### config.mk
export PLATFORM = sky130hd
export DESIGN_NAME = clk_div_monitor_flat
export DESIGN_NICKNAME = d
export VERILOG_FILES = /design/src/rtl/clk_div_monitor_if.sv /design/src/rtl/clk_div_monitor.sv /design/src/flat_wrapper.sv
export SDC_FILE = /design/constraint.sdc
export NUM_CORES = 1
export LEC_CHECK = 0
export BUFFER_PORTS_ARGS = -buffer_cell sky130_fd_sc_hd__buf_2
export CAP_MARGIN = 20
export CORE_ASPECT_RATIO = 0.5
export CORE_UTILIZATION = 64
export CTS_BUF_LIST = sky130_fd_sc_hd__clkbuf_16
export DETAILED_ROUTE_END_ITERATION = 6
export PLACE_DENSITY = 0.94
export SETUP_SLACK_MARGIN = 0.3
export SYNTH_ARGS = -nofsm -noshare
export SYNTH_HDL_FRONTEND = slang
export SYNTH_SLANG_ARGS = --single-unit
### constraint.sdc
create_clock -name clk32f -period 6 [get_ports clk32f]
set_clock_uncertainty 0.1 [all_clocks]
set_input_delay 0.9 -clock clk32f [delete_from_list [all_inputs] [get_ports clk32f]]
set_output_delay 0.9 -clock clk32f [all_outputs]
set_load 0.05 [all_outputs]
### src/rtl/clk_div_monitor_if.sv
// Divided-clock monitor bus: the three clocks under check, a clear pulse,
// and the lock/fault status returned to the datapath.
interface clk_div_monitor_if;
    logic       clk4f_in;
    logic       clk2f_in;
    logic       clk_in;
    logic       clr;
    logic       locked;
    logic       fault;
    logic [2:0] err_period;
    logic       err_phase;

    modport master (
        output clk4f_in, clk2f_in, clk_in, clr,
        input  locked, fault, err_period, err_phase
    );

    modport slave (
        input  clk4f_in, clk2f_in, clk_in, clr,
        output locked, fault, err_period, err_phase
    );
endinterface

### src/rtl/clk_div_monitor.sv
// Samples clk4f/clk2f/clk as data in the clk32f domain, checks exact half-periods
// and rising-edge alignment, and reports lock or sticky fault status.
module clk_div_monitor #(
    parameter int HALF4        = 4,
    parameter int LOCK_PERIODS = 2
) (
    input  logic             clk32f,
    input  logic             rst,
    clk_div_monitor_if.slave bus
);
    localparam int NCH = 3;
    localparam int GW  = $clog2(LOCK_PERIODS + 1);

    typedef enum logic [1:0] {S_IDLE, S_ACQUIRE, S_LOCKED, S_FAULT} state_t;

    state_t              r_state, w_next;
    logic [NCH-1:0]      r_s, r_s_d, r_edge, r_rise;
    logic                r_lvl_clk;
    logic [NCH-1:0][5:0] r_cnt;
    logic [NCH-1:0]      r_armed;
    logic [GW-1:0]       r_good;
    logic [NCH-1:0]      r_err_period;
    logic                r_err_phase;
    logic [NCH-1:0]      w_per_err;
    logic                w_ph_err, w_any_err, w_go_idle, w_flag_en;

    // Channel ch runs at half-period HALF4 << ch (clk4f, clk2f, clk).
    function automatic logic [5:0] half_of(input int ch);
        return 6'(HALF4 << ch);
    endfunction

    // Edge/rise are registered so all checks act one cycle after detection.
    always_ff @(posedge clk32f or negedge rst) begin
        if (!rst) begin
            r_s       <= '0;
            r_s_d     <= '0;
            r_edge    <= '0;
            r_rise    <= '0;
            r_lvl_clk <= 1'b0;
        end else begin
            r_s       <= {bus.clk_in, bus.clk2f_in, bus.clk4f_in};
            r_s_d     <= r_s;
            r_edge    <= r_s ^ r_s_d;
            r_rise    <= r_s & ~r_s_d;
            r_lvl_clk <= r_s[2];
        end
    end

    always_comb begin
        w_per_err = '0;
        for (int i = 0; i < NCH; i++) begin
            if (r_armed[i]) begin
                if (r_edge[i]) w_per_err[i] = (r_cnt[i] != half_of(i));
                else           w_per_err[i] = (r_cnt[i] == half_of(i) + 6'd1);
            end
        end
    end

    // Slower rises must land on faster rises; also flag a clk2f rise when clk is
    // low and overdue to rise.
    assign w_ph_err = (r_state != S_IDLE) &&
                      ((r_rise[2] && !r_rise[1]) ||
                       (r_rise[1] && !r_rise[0]) ||
                       (r_rise[1] && r_armed[2] && !r_edge[2] && !r_lvl_clk &&
                        r_cnt[2] == half_of(2)));

    assign w_any_err = (|w_per_err) || w_ph_err;
    assign w_go_idle = (w_next == S_IDLE);
    assign w_flag_en = (r_state == S_LOCKED) || (r_state == S_FAULT);

    always_ff @(posedge clk32f or negedge rst) begin
        if (!rst) begin
            r_cnt   <= '0;
            r_armed <= '0;
        end else if (w_go_idle) begin
            r_cnt   <= '0;
            r_armed <= '0;
        end else begin
            for (int i = 0; i < NCH; i++) begin
                if (r_edge[i])              r_cnt[i] <= 6'd1;
                else if (r_cnt[i] != 6'd63) r_cnt[i] <= r_cnt[i] + 6'd1;
                if (r_state != S_IDLE && r_edge[i]) r_armed[i] <= 1'b1;
            end
        end
    end

    always_ff @(posedge clk32f or negedge rst) begin
        if (!rst)                                              r_good <= '0;
        else if (r_state != S_ACQUIRE || w_next != S_ACQUIRE) r_good <= '0;
        else if (r_rise[2])                                    r_good <= r_good + GW'(1);
    end

    always_ff @(posedge clk32f or negedge rst) begin
        if (!rst) begin
            r_err_period <= '0;
            r_err_phase  <= 1'b0;
        end else if (bus.clr) begin
            r_err_period <= '0;
            r_err_phase  <= 1'b0;
        end else if (w_flag_en) begin
            r_err_period <= r_err_period | w_per_err;
            r_err_phase  <= r_err_phase | w_ph_err;
        end
    end

    always_ff @(posedge clk32f or negedge rst) begin
        if (!rst) r_state <= S_IDLE;
        else      r_state <= w_next;
    end

    // clr overrides everything, including an error in the same cycle.
    always_comb begin
        w_next = r_state;
        case (r_state)
            S_IDLE:    if (r_rise[2]) w_next = S_ACQUIRE;
            S_ACQUIRE: begin
                if (w_any_err)
                    w_next = S_IDLE;
                else if (r_rise[2] && r_good == GW'(LOCK_PERIODS - 1))
                    w_next = S_LOCKED;
            end
            S_LOCKED:  if (w_any_err) w_next = S_FAULT;
            S_FAULT:   w_next = S_FAULT;
            default:   w_next = S_IDLE;
        endcase
        if (bus.clr) w_next = S_IDLE;
    end

    always_comb begin
        bus.locked     = (r_state == S_LOCKED);
        bus.fault      = (r_state == S_FAULT);
        bus.err_period = r_err_period;
        bus.err_phase  = r_err_phase;
    end
endmodule

### src/flat_wrapper.sv
// flat-port wrapper written by rule: the top's interface ports become plain ports
module clk_div_monitor_flat 
#(
    parameter int HALF4        = 4,
    parameter int LOCK_PERIODS = 2
)
  (clk32f, rst, bus_clk4f_in, bus_clk2f_in, bus_clk_in, bus_clr, bus_locked, bus_fault, bus_err_period, bus_err_phase);
  clk_div_monitor_if bus_i ();
  input  logic clk32f;
  input  logic rst;
  input wire logic [$bits(bus_i.clk4f_in)-1:0] bus_clk4f_in;
  input wire logic [$bits(bus_i.clk2f_in)-1:0] bus_clk2f_in;
  input wire logic [$bits(bus_i.clk_in)-1:0] bus_clk_in;
  input wire logic [$bits(bus_i.clr)-1:0] bus_clr;
  output wire logic [$bits(bus_i.locked)-1:0] bus_locked;
  output wire logic [$bits(bus_i.fault)-1:0] bus_fault;
  output wire logic [$bits(bus_i.err_period)-1:0] bus_err_period;
  output wire logic [$bits(bus_i.err_phase)-1:0] bus_err_phase;
  assign bus_i.clk4f_in = bus_clk4f_in;
  assign bus_i.clk2f_in = bus_clk2f_in;
  assign bus_i.clk_in = bus_clk_in;
  assign bus_i.clr = bus_clr;
  assign bus_locked = bus_i.locked;
  assign bus_fault = bus_i.fault;
  assign bus_err_period = bus_i.err_period;
  assign bus_err_phase = bus_i.err_phase;
  clk_div_monitor #(.HALF4(HALF4), .LOCK_PERIODS(LOCK_PERIODS)) u_core (.clk32f(clk32f), .rst(rst), .bus(bus_i));
endmodule
==> metrics.yaml, run 1 <==
floorplanning:
  initial_core_util_pct: 69.36
  die_x_um: 83.75
  num_io_pins: 12
  rows: 14
  core_area_sq_mm: 0.003083
  dieArea_sq_mm: 0.003590
  die_h_um: 42.87
critical_path:
  crit_family: "flip-flops"
  crit_required_ns: 5.00
  max_stage_delay_ns: 0.54
  end_kind: "primary output"
  crit_chain: "inv_1 -> nor2_1 -> buf_2"
  critPathLaunch: "u_core.r_state[1]"
  arrival_ns: 1.51
  crit_buf_inv: 2
  crit_type: "reg2out"
  slowest_stage: "dfrtp_1"
  path_max_fanout: 9
  startpoint_type: "flop"
  r2r_start: "u_core.r_cnt[13]"
sta:
  fin_setup_tns_ns: 0
  hold_viol: 0
  relSlewSlack_pct: 33.63
  fmax_mhz: 398.8
  final-setup-viol-count: 0
  tightest_slew_ns: 0.9955
  rsz0062_at_grt: "false"
  period_share_pct: 41.80
  slew_viol_final: 0
  period_minus_slack_ns: 2.508
  whs_ns: 0.2962
power:
  combPwrFrac_pct: 9.3
  leakagePower_uw: 0.001031
  switchingPower_uw: 180.1
  power_uw: 684.3
  switching_share_pct: 26.31
  p_per_area_mw_per_mm2: 289.8
  vdd_drop_max_mv: 0.2651
  p_clk_share_pct: 46.0
  p_seq_share_pct: 44.7
  p_int_uw: 504.3
drt:
  dr.first_iter.drc_count: 261
  routedWlPerCell_um: 22.00
  route.detailed.drc: 0
  via_per_inst: 7.068
  firstDrtPassIters: 5
  vias: 1774
  routed_wl_um: 5522
  ant_nets: 0
global_route:
  grtUsageTotal_pct: 34.65
  overflow: 0
  first_global_vias: 1774
  grt_pass1_wl_um: 9080
  grt_max_degree: 42
  grt_antenna_before_repair: 0
worst_hold_path:
  hp-start: "u_core.r_s[2]"
  worst_hold_path_type: "reg2reg"
yosys:
  synth.top_cells.by_area: "dfrtp_1 (48%), ha_1 (7.6%), nor4_2 (7.0%)"
  syn_area_sq_mm: 0.002138
  synth_flop_cell: "dfrtp_1"
  syn_inst: 202
  synth_edf_count: 0
  avgSynthCellArea_sq_um: 10.59
  yosysUniqueCellTypes: 35
  netlist_top_cells_count: "dfrtp_1 (41), inv_1 (19), a21oi_1 (18), nor2_1 (17), ha_1 (13)"
  synth-seq-cells: 41
  async_flop_share_pct: 100.0
  synth_top_area_cell: "dfrtp_1"
  ys_seq_area_share_pct: 47.98
  synth_most_common_cell: "dfrtp_1"
  yosys.area.top_type_share_pct: 47.98
  syn-num-nets: 221
  yosysWarningCount: 0
clocking:
  cts_buffers: 5
  htree_num_levels: 2
  clock_path_buffers: 2
  cts_tree: "built"
  cts_resized: 0
  root_buffer: "clkbuf_16"
  clock_latency_ns: 0.30
  post_cts_buffers: 0
  cts.clk_slew.worst_paths_ns: 0.06
  clock_sinks: 41
  postCtsHoldBufs: 0
placed_design:
  gp_congestion: 0.8862
  hpwl_um: 2811
  port_buffers: 11
final_layout:
  syn2layout_area_growth_pct: 10.42
  nNetsFinal: 229
  drive_above_1_share_pct: 18.96
  antennaDiodeCount: 0
outcome:
  outcome: "complete, no violations"
job:
  maxCapViolCount: 0
-- state kept, by name, summed over array words and instances, names as in the netlist, 2 cells and up --
signal	flops
u_core.r_state	2
u_core.r_s	3
u_core.r_cnt	18
u_core.r_edge	3
u_core.r_armed	3
u_core.r_rise	3
u_core.r_s_d	2
u_core.r_good	2
u_core.bus.err_period	3
-- area by class of cell --
type	count	area, sq um
Tap cell	40	50.05
Fill cell	156	721.9
Timing Repair Buffer	11	55.05
Multi-Input combinational cell	132	987.2
Clock inverter	3	46.29
Inverter	19	71.32
Clock buffer	5	125.1
Sequential cell	41	1026
-- cell families (layout without fill, tap and decap cells) --
logic type	Yosys count	count (layout)	synth area share (%)
AND/OR/NAND/NOR	73	73	23.58
flip-flops	41	41	47.98
AO/OA/AOI/OAI	38	38	11.24
buffers and inverters	29	38	5.851
adder cells (fa/ha/maj)	13	13	7.607
multiplexers	5	5	2.516
XOR/XNOR	3	3	1.229
-- metrics by stage --
stage	cells	utilization [%]	area, sq um	setup WS, ns
CTS	251	76.58	2361	3.592
floorplan	202	-	2138	3.667
global placement	243	71.02	2190	3.798
global route	251	76.58	2361	3.386
finish	251	76.58	2361	3.492
detailed placement	243	71.02	2190	3.728
-- cell usage in the layout, fill, tap and decap left out, types with 2 or more instances in the layout --
| master | Yosys | routed |
|---|---|---|
| dfrtp_1 | 41 | 41 |
| inv_1 | 19 | 19 |
| a21oi_1 | 18 | 18 |
| nor2_1 | 17 | 17 |
| ha_1 | 13 | 13 |
| nor4_2 | 12 | 12 |
| nand3_1 | 11 | 11 |
| buf_2 | 1 | 11 |
| nor3_1 | 10 | 10 |
| o21ai_0 | 8 | 8 |
| and3_1 | 6 | 6 |
| clkbuf_16 | 0 | 5 |
| nand2_1 | 3 | 3 |
| nor4b_1 | 3 | 3 |
| a211oi_1 | 3 | 3 |
| nand3b_1 | 3 | 3 |
| xnor2_1 | 3 | 3 |
| mux2_2 | 3 | 3 |
| a41o_1 | 2 | 2 |
| a31o_2 | 2 | 2 |
| o211ai_1 | 2 | 2 |
| mux2i_1 | 2 | 2 |
-- power by group through the flow --
stage | Sequential [uW] | Combinational (uW) | Clock (uW)
floorplan | 297 | 50.2 | 0
global placement | 307 | 53.4 | 0
detailed placement | 308 | 56.3 | 0
CTS | 304 | 61.5 | 313
global route | 306 | 69.2 | 320
finish | 306 | 63.3 | 315
-- path summary, 6_finish.rpt --
path / endpoint / slack [ns] / depth (start not counted)
worst max-delay path: bus_locked / 3.49 / 3
worst min-delay path: u_core.r_lvl_clk / 0.30 / 0
worst max register to register: u_core.r_armed[1] / 3.54 / 7
worst min register to register: u_core.r_lvl_clk / 0.30 / 0
max in group asynchronous: u_core.r_cnt[10] / 4.62 / 1
min in group asynchronous: u_core.r_s_d[1] / 0.62 / 1
-- routing by layer --
metal / vias up / global-route usage, % / wire [um]
li1: 739 / - / -
met1: 846 / 40.29 / 2088
met2: 151 / 53.66 / 2501
met3: 38 / 13.62 / 649
met4: 0 / 24.75 / 282
met5: - / 0 / 0
Power figures use the tool's default switching activity.
==> run 2, diff against run 1 <==
--- a/config.mk
+++ b/config.mk
@@ -5,13 +5,14 @@
 export SDC_FILE = /design/constraint.sdc
 export NUM_CORES = 1
 export LEC_CHECK = 0
+export ABC_AREA = 1
 export BUFFER_PORTS_ARGS = -buffer_cell sky130_fd_sc_hd__buf_2
 export CAP_MARGIN = 20
 export CORE_ASPECT_RATIO = 0.5
-export CORE_UTILIZATION = 64
+export CORE_UTILIZATION = 54
 export CTS_BUF_LIST = sky130_fd_sc_hd__clkbuf_16
 export DETAILED_ROUTE_END_ITERATION = 6
-export PLACE_DENSITY = 0.94
+export PLACE_DENSITY = 0.86
 export SETUP_SLACK_MARGIN = 0.3
 export SYNTH_ARGS = -nofsm -noshare
 export SYNTH_HDL_FRONTEND = slang
==> constraint.sdc (replaced) <==
create_clock -name clk32f -period 2.1 [get_ports clk32f]
set_clock_uncertainty 0.1 [all_clocks]
set_input_delay 0.315 -clock clk32f [delete_from_list [all_inputs] [get_ports clk32f]]
set_output_delay 0.315 -clock clk32f [all_outputs]
set_load 0.05 [all_outputs]
==> run 2 against run 1 <==
Effect of this change:
- the run now ends with DRC, hold timing left
- sequential share of layout area down 5.6 points
- area after synthesis up 5.6%
- sequential cell count unchanged
- global-route usage down 10 points
- first-iteration DRC count down 18%
- wire length down 1.6%
- non-clock buffer count up 10
- worst setup slack worse by 3.4 ns
- largest cell class is now multi-input combinational cells
==> metrics.yaml, run 2 <==
critical_path:
  end_kind: "flop"
  path_max_fanout: 6
  startpoint_type: "flop"
  crit_required_ns: 2.20
  arrival_ns: 2.11
  crit_type: "reg2reg"
final_layout:
  final_cell_mix: "inv_1 (42), dfrtp_1 (39), nand2_1 (32), nor2_1 (32), a21oi_2 (19)"
  antennaDiodeCount: 0
  drive_above_1_share_pct: 28.72
  largest_register_ffs: 18
  regMostFlops: "u_core.r_cnt"
  layout_commonest_cell: "inv_1"
  fin_util_pct: 68.94
  nNetsFinal: 315
  syn2layout_area_growth_pct: 20.39
  finalNonFillerCells: 350
yosys:
  synth_xor_area_share_pct: 0.3878
  yosysWarningCount: 0
  synth_top_area_cell: "dfrtp_1"
  synth_flop_cell: "dfrtp_1"
  yosysUniqueCellTypes: 23
  syn-num-nets: 289
  synthSimpleGateAreaFrac_pct: 20.89
  ys_seq_area_share_pct: 45.43
  syn_area_sq_mm: 0.002258
  async_flop_share_pct: 100.0
  synth_compound_area_share_pct: 14.90
  synth.top_cells.by_area: "dfrtp_1 (45%), inv_1 (7.8%), a21oi_2 (7.4%)"
  synth_most_common_cell: "inv_1"
  synth_edf_count: 0
  synth-adder-area-share_pct: 7.202
  synthMuxAreaShare_pct: 0
  netlist_top_cells_count: "inv_1 (47), dfrtp_1 (41), nand2_1 (37), nor2_1 (34), a21oi_2 (19)"
  avgSynthCellArea_sq_um: 8.365
  synth_top_family_by_area: "simple AND/OR/NAND/NOR gates"
  yosys.area.top_type_share_pct: 45.43
  syn_inst: 270
  synth-seq-cells: 41
clocking:
  cts_tree: "built"
  cts_buffers: 5
  postCtsHoldBufs: 0
  root_buffer: "clkbuf_16"
  clock_sinks: 41
  clock_latency_ns: 0.28
  htree_num_levels: 2
  cts.clk_slew.worst_paths_ns: 0.05
  clock_path_buffers: 2
sta:
  whs_ns: -0.008082
  fmax_mhz: 498.5
  period_share_pct: 95.52
  fin_setup_tns_ns: 0
  relSlewSlack_pct: 66.31
  slew_viol_final: 0
  period_minus_slack_ns: 2.006
  final-setup-viol-count: 0
  rsz0062_at_grt: "true"
  tightest_slew_ns: 0.5053
  hold_viol: 33
drt:
  firstDrtPassIters: 7
  routedWlPerCell_um: 15.52
  via_per_inst: 5.743
  routed_wl_um: 5431
  ant_nets: 0
  route.detailed.drc: 1
  vias: 2010
  dr.first_iter.drc_count: 214
global_route:
  grt_max_degree: 42
  grt_antenna_before_repair: 0
  grtUsageTotal_pct: 24.66
  first_global_vias: 1824
  grt_pass1_wl_um: 8045
  overflow: 0
floorplanning:
  die_x_um: 93.46
  initial_core_util_pct: 57.27
  num_io_pins: 12
  core_area_sq_mm: 0.003944
  die_h_um: 47.73
  rows: 16
  dieArea_sq_mm: 0.004461
power:
  combPwrFrac_pct: 9.7
  vdd_drop_max_mv: 0.4644
  p_per_area_mw_per_mm2: 631.8
  p_seq_share_pct: 49.1
  switchingPower_uw: 423.2
  p_int_uw: 1294
  switching_share_pct: 24.64
  leakagePower_uw: 0.001235
  p_clk_share_pct: 41.2
outcome:
  outcome: "finished with violations"
  violations: "DRC, hold timing"
worst_hold_path:
  worst_hold_path_type: "in2async"
placed_design:
  gp_congestion: 0.8748
  dp.cells: 332
  port_buffers: 11
  hpwl_um: 3158
job:
  maxCapViolCount: 0
==> run 2: cell types whose count changed in the layout (fill, tap and decap cells not counted), moves of 12 or more <==
cell	before	now
a21oi_2	0	19
inv_1	19	42
inv_2	0	12
nand2_1	3	32
nor2_1	17	32
nor4_2	12	0
==> run 2: path summary, 6_finish.rpt <==
check | slack, ns | from | end | depth (start not counted)
setup / recovery | 0.09 | u_core.r_cnt[6] | u_core.r_armed[0] | 11
hold / removal | -0.008 | rst | u_core.r_edge[1] | 2
setup reg to reg | 0.09 | u_core.r_cnt[6] | u_core.r_armed[0] | 11
hold reg to reg | 0.28 | u_core.r_s[0] | u_core.r_s_d[0] | 0
max in group asynchronous | 1.54 | rst | u_core.r_cnt[6] | 2
min in group clk32f | 0.04 | bus_clk2f_in | u_core.r_s[1] | 1
==> run 2: cell families (layout without fill, tap and decap cells) <==
group	count (synthesis)	count (layout)
simple gates	105	108
buf+inv	59	82
compound gates	51	51
flops	41	41
fa+ha+maj	13	13
xor+xnor	1	1
==> run 2: repair_timing <==
item,CTS,global route
setup buffers,7,1
resized for setup,16,24
gates cloned,3,0
endpoints found under the setup margin,23,27
pin swaps,6,13
hold endpoints to repair,0,0
==> run 2: through the flow <==
stage | power, uW | setup WS, ns | area [sq um]
floorplan | 932.0 | 0.3729 | 2261
global placement | 965.3 | 0.2248 | 2361
detailed placement | 974.7 | 0.1120 | 2361
CTS | 1693 | 0.2330 | 2629
global route | 1767 | 0.01780 | 2719
finish | 1718 | 0.09398 | 2719
==> run 2: layout make-up <==
cell class              instances  area (sq um)
flip-flops and latches         41          1028
clock inverters                 2         7.507
well taps                      54         67.56
fillers                       239          1225
multi-input cells             173          1119
repair buffers                 21         161.4
inverters                      54         210.2
clock buffers                   5         125.1
==> run 2: critical path: stages (launching register included) <==
cell and delay, ns:
dfrtp_2 0.45, inv_2 0.07, ha_1 0.14, nand2_1 0.05, nand3b_1 0.16, nand2_1 0.07
nor2_2 0.06, nor2_4 0.13, nand4_1 0.15, nand2_4 0.27, nand2_8 0.12, a21oi_1 0.15
==> run 2: metal layers <==
metal  track usage (%)  routed length [um]  share of wire [%]
met1             27.15                2094                 39
met2             46.03                2703                 50
met3             6.984                 440                8.1
met4             13.85                 193                3.6
met5                 0                   0                  0
==> run 2: power groups by stage <==
stage	registers, uW	logic (uW)	clock network, uW
global route	846	185	737
finish	844	167	707
global placement	852	113	0
floorplan	846	85.8	0
detailed placement	854	120	0
CTS	840	150	703
==> run 3, diff against run 2 <==
--- a/config.mk
+++ b/config.mk
@@ -8,7 +8,7 @@
 export ABC_AREA = 1
 export BUFFER_PORTS_ARGS = -buffer_cell sky130_fd_sc_hd__buf_2
 export CAP_MARGIN = 20
-export CORE_ASPECT_RATIO = 0.5
+export CORE_ASPECT_RATIO = 1.1
 export CORE_UTILIZATION = 54
 export CTS_BUF_LIST = sky130_fd_sc_hd__clkbuf_16
 export DETAILED_ROUTE_END_ITERATION = 6
==> run 3 against run 2 <==
Effect of this change:
- the flow still finishes with violations (DRC, hold timing)
- utilization shrank 0.21 points
- final area up 0.97%
- power rose by 15%
- sequential share of layout area is 0.45 points lower
- worst hold slack got worse by 0.011 ns
- fmax grew 1.8%
- largest cell class unchanged
- largest power group is now clock
==> metrics.yaml, run 3 (same netlist as run 2, synthesis figures left out) <==
power:
  p_clk_share_pct: 49.2
  power_uw: 1968
  combPwrFrac_pct: 8.0
  leakagePower_uw: 0.001260
  p_seq_share_pct: 42.8
  p_int_uw: 1543
  switchingPower_uw: 424.7
  switching_share_pct: 21.58
  p_per_area_mw_per_mm2: 716.9
  vdd_drop_max_mv: 0.4966
global_route:
  grt_pass1_wl_um: 8335
  first_global_vias: 1882
  overflow: 0
  grt_antenna_before_repair: 0
  grt_max_degree: 42
  grtUsageTotal_pct: 24.34
sta:
  whs_ns: -0.01908
  period_share_pct: 93.84
  slew_viol_final: 0
  period_minus_slack_ns: 1.971
  hold_viol: 41
  fin_setup_tns_ns: 0
  fmax_mhz: 507.5
  relSlewSlack_pct: 66.74
  final-setup-viol-count: 0
  tightest_slew_ns: 0.4989
  rsz0062_at_grt: "true"
critical_path:
  arrival_ns: 2.04
  end_kind: "flop"
  crit_required_ns: 2.17
  crit_type: "reg2reg"
  startpoint_type: "flop"
  path_max_fanout: 4
clocking:
  clock_latency_ns: 0.28
  cts.clk_slew.worst_paths_ns: 0.06
  root_buffer: "clkbuf_16"
  clock_path_buffers: 2
  cts_buffers: 5
  clock_sinks: 41
  htree_num_levels: 2
  postCtsHoldBufs: 0
  cts_tree: "built"
floorplanning:
  rows: 24
  core_area_sq_mm: 0.003994
  initial_core_util_pct: 56.55
  die_h_um: 69.83
  num_io_pins: 12
  dieArea_sq_mm: 0.004445
  die_x_um: 63.66
drt:
  dr_wl_met2_um: 2669
  ant_nets: 0
  routed_wl_um: 5164
  vias: 1957
  dr.first_iter.drc_count: 212
  firstDrtPassIters: 7
  highest_layer: "met4"
  wl_met1_um: 2022
  route.detailed.drc: 3
  wl_met3_um: 291
  via_per_inst: 5.607
  routedWlPerCell_um: 14.80
outcome:
  violations: "DRC, hold timing"
  outcome: "finished with violations"
final_layout:
  syn2layout_area_growth_pct: 21.55
  final_cell_mix: "inv_1 (44), dfrtp_1 (41), nand2_1 (31), nor2_1 (31), a21oi_2 (21)"
  nNetsFinal: 315
  antennaDiodeCount: 0
  finalNonFillerCells: 349
  largest_register_ffs: 18
  drive_above_1_share_pct: 28.62
  final_area_sq_mm: 0.002745
  layout_commonest_cell: "inv_1"
  fin_util_pct: 68.73
  regMostFlops: "u_core.r_cnt"
placed_design:
  dp.cells: 330
  placed_cell_area_sq_mm: 0.002359
  port_buffers: 11
  hpwl_um: 2898
  gp_congestion: 0.8455
worst_hold_path:
  worst_hold_path_type: "in2async"
job:
  maxCapViolCount: 0
==> run 3: through the flow <==
stage / hold slack, ns / worst slack (ns)
final: -0.01908 / 0.1294
after global routing: 0.02474 / -0.02289
after CTS: 0.006593 / 0.2468
after detailed placement: 0.2787 / 0.1425
after global placement: 0.2696 / 0.2089
after floorplan: -0.08059 / 0.3729
==> run 3: routing by layer <==
metal,global-route usage (%),up-vias
li1,-,912
met1,28.49,940
met2,41.13,84
met3,5.757,21
met4,12.12,0
met5,0,-
==> run 3: timing repair <==
item / in CTS / in global routing
setup endpoints to repair: 23 / 26
endpoints found under the hold margin: 0 / 0
pin swaps: 1 / 6
buffers inserted: 7 / 1
cloned: 1 / 2
resized for setup: 8 / 21
==> run 3: worst paths after layout <==
path                            startpoint  slack (ns)                  endpoint  depth (start not counted)
min                                    rst       -0.02           u_core.r_cnt[4]                          2
max                        u_core.r_cnt[0]        0.13  u_core.bus.err_period[0]                         14
max reg2reg                u_core.r_cnt[0]        0.13  u_core.bus.err_period[0]                         14
min reg2reg                  u_core.r_s[0]        0.28           u_core.r_s_d[0]                          0
min in group clk32f           bus_clk2f_in        0.04             u_core.r_s[1]                          1
max in group asynchronous              rst        1.57          u_core.r_rise[0]                          2
==> run 3: final cells by class <==
cell class                      count  area, sq um
Timing Repair Buffer               22        170.2
Sequential cell                    41         1026
Multi-Input combinational cell    172         1086
Fill cell                         264         1249
Inverter                           54        207.7
Tap cell                           52        65.06
Clock buffer                        5        125.1
Clock inverter                      3        65.06
==> run 3: power groups by stage <==
stage	clock, uW	combinational [uW]	sequential, uW
6_report	969	157	842
5_1_grt	1020	176	845
4_1_cts	983	131	839
3_5_place_dp	0	120	853
3_3_place_gp	0	115	853
2_1_floorplan	0	85.8	846
==> run 3: critical path, cell delays in order (launching register included) <==
cell and delay (ns):
dfrtp_1 0.41, inv_1 0.09, ha_2 0.18, nand2_2 0.06, inv_2 0.06, nand3_2 0.08
nand2_2 0.10, nor2_4 0.04, buf_4 0.13, buf_4 0.12, buf_4 0.12, buf_4 0.12
buf_4 0.12, nand2_2 0.06, a21oi_2 0.05
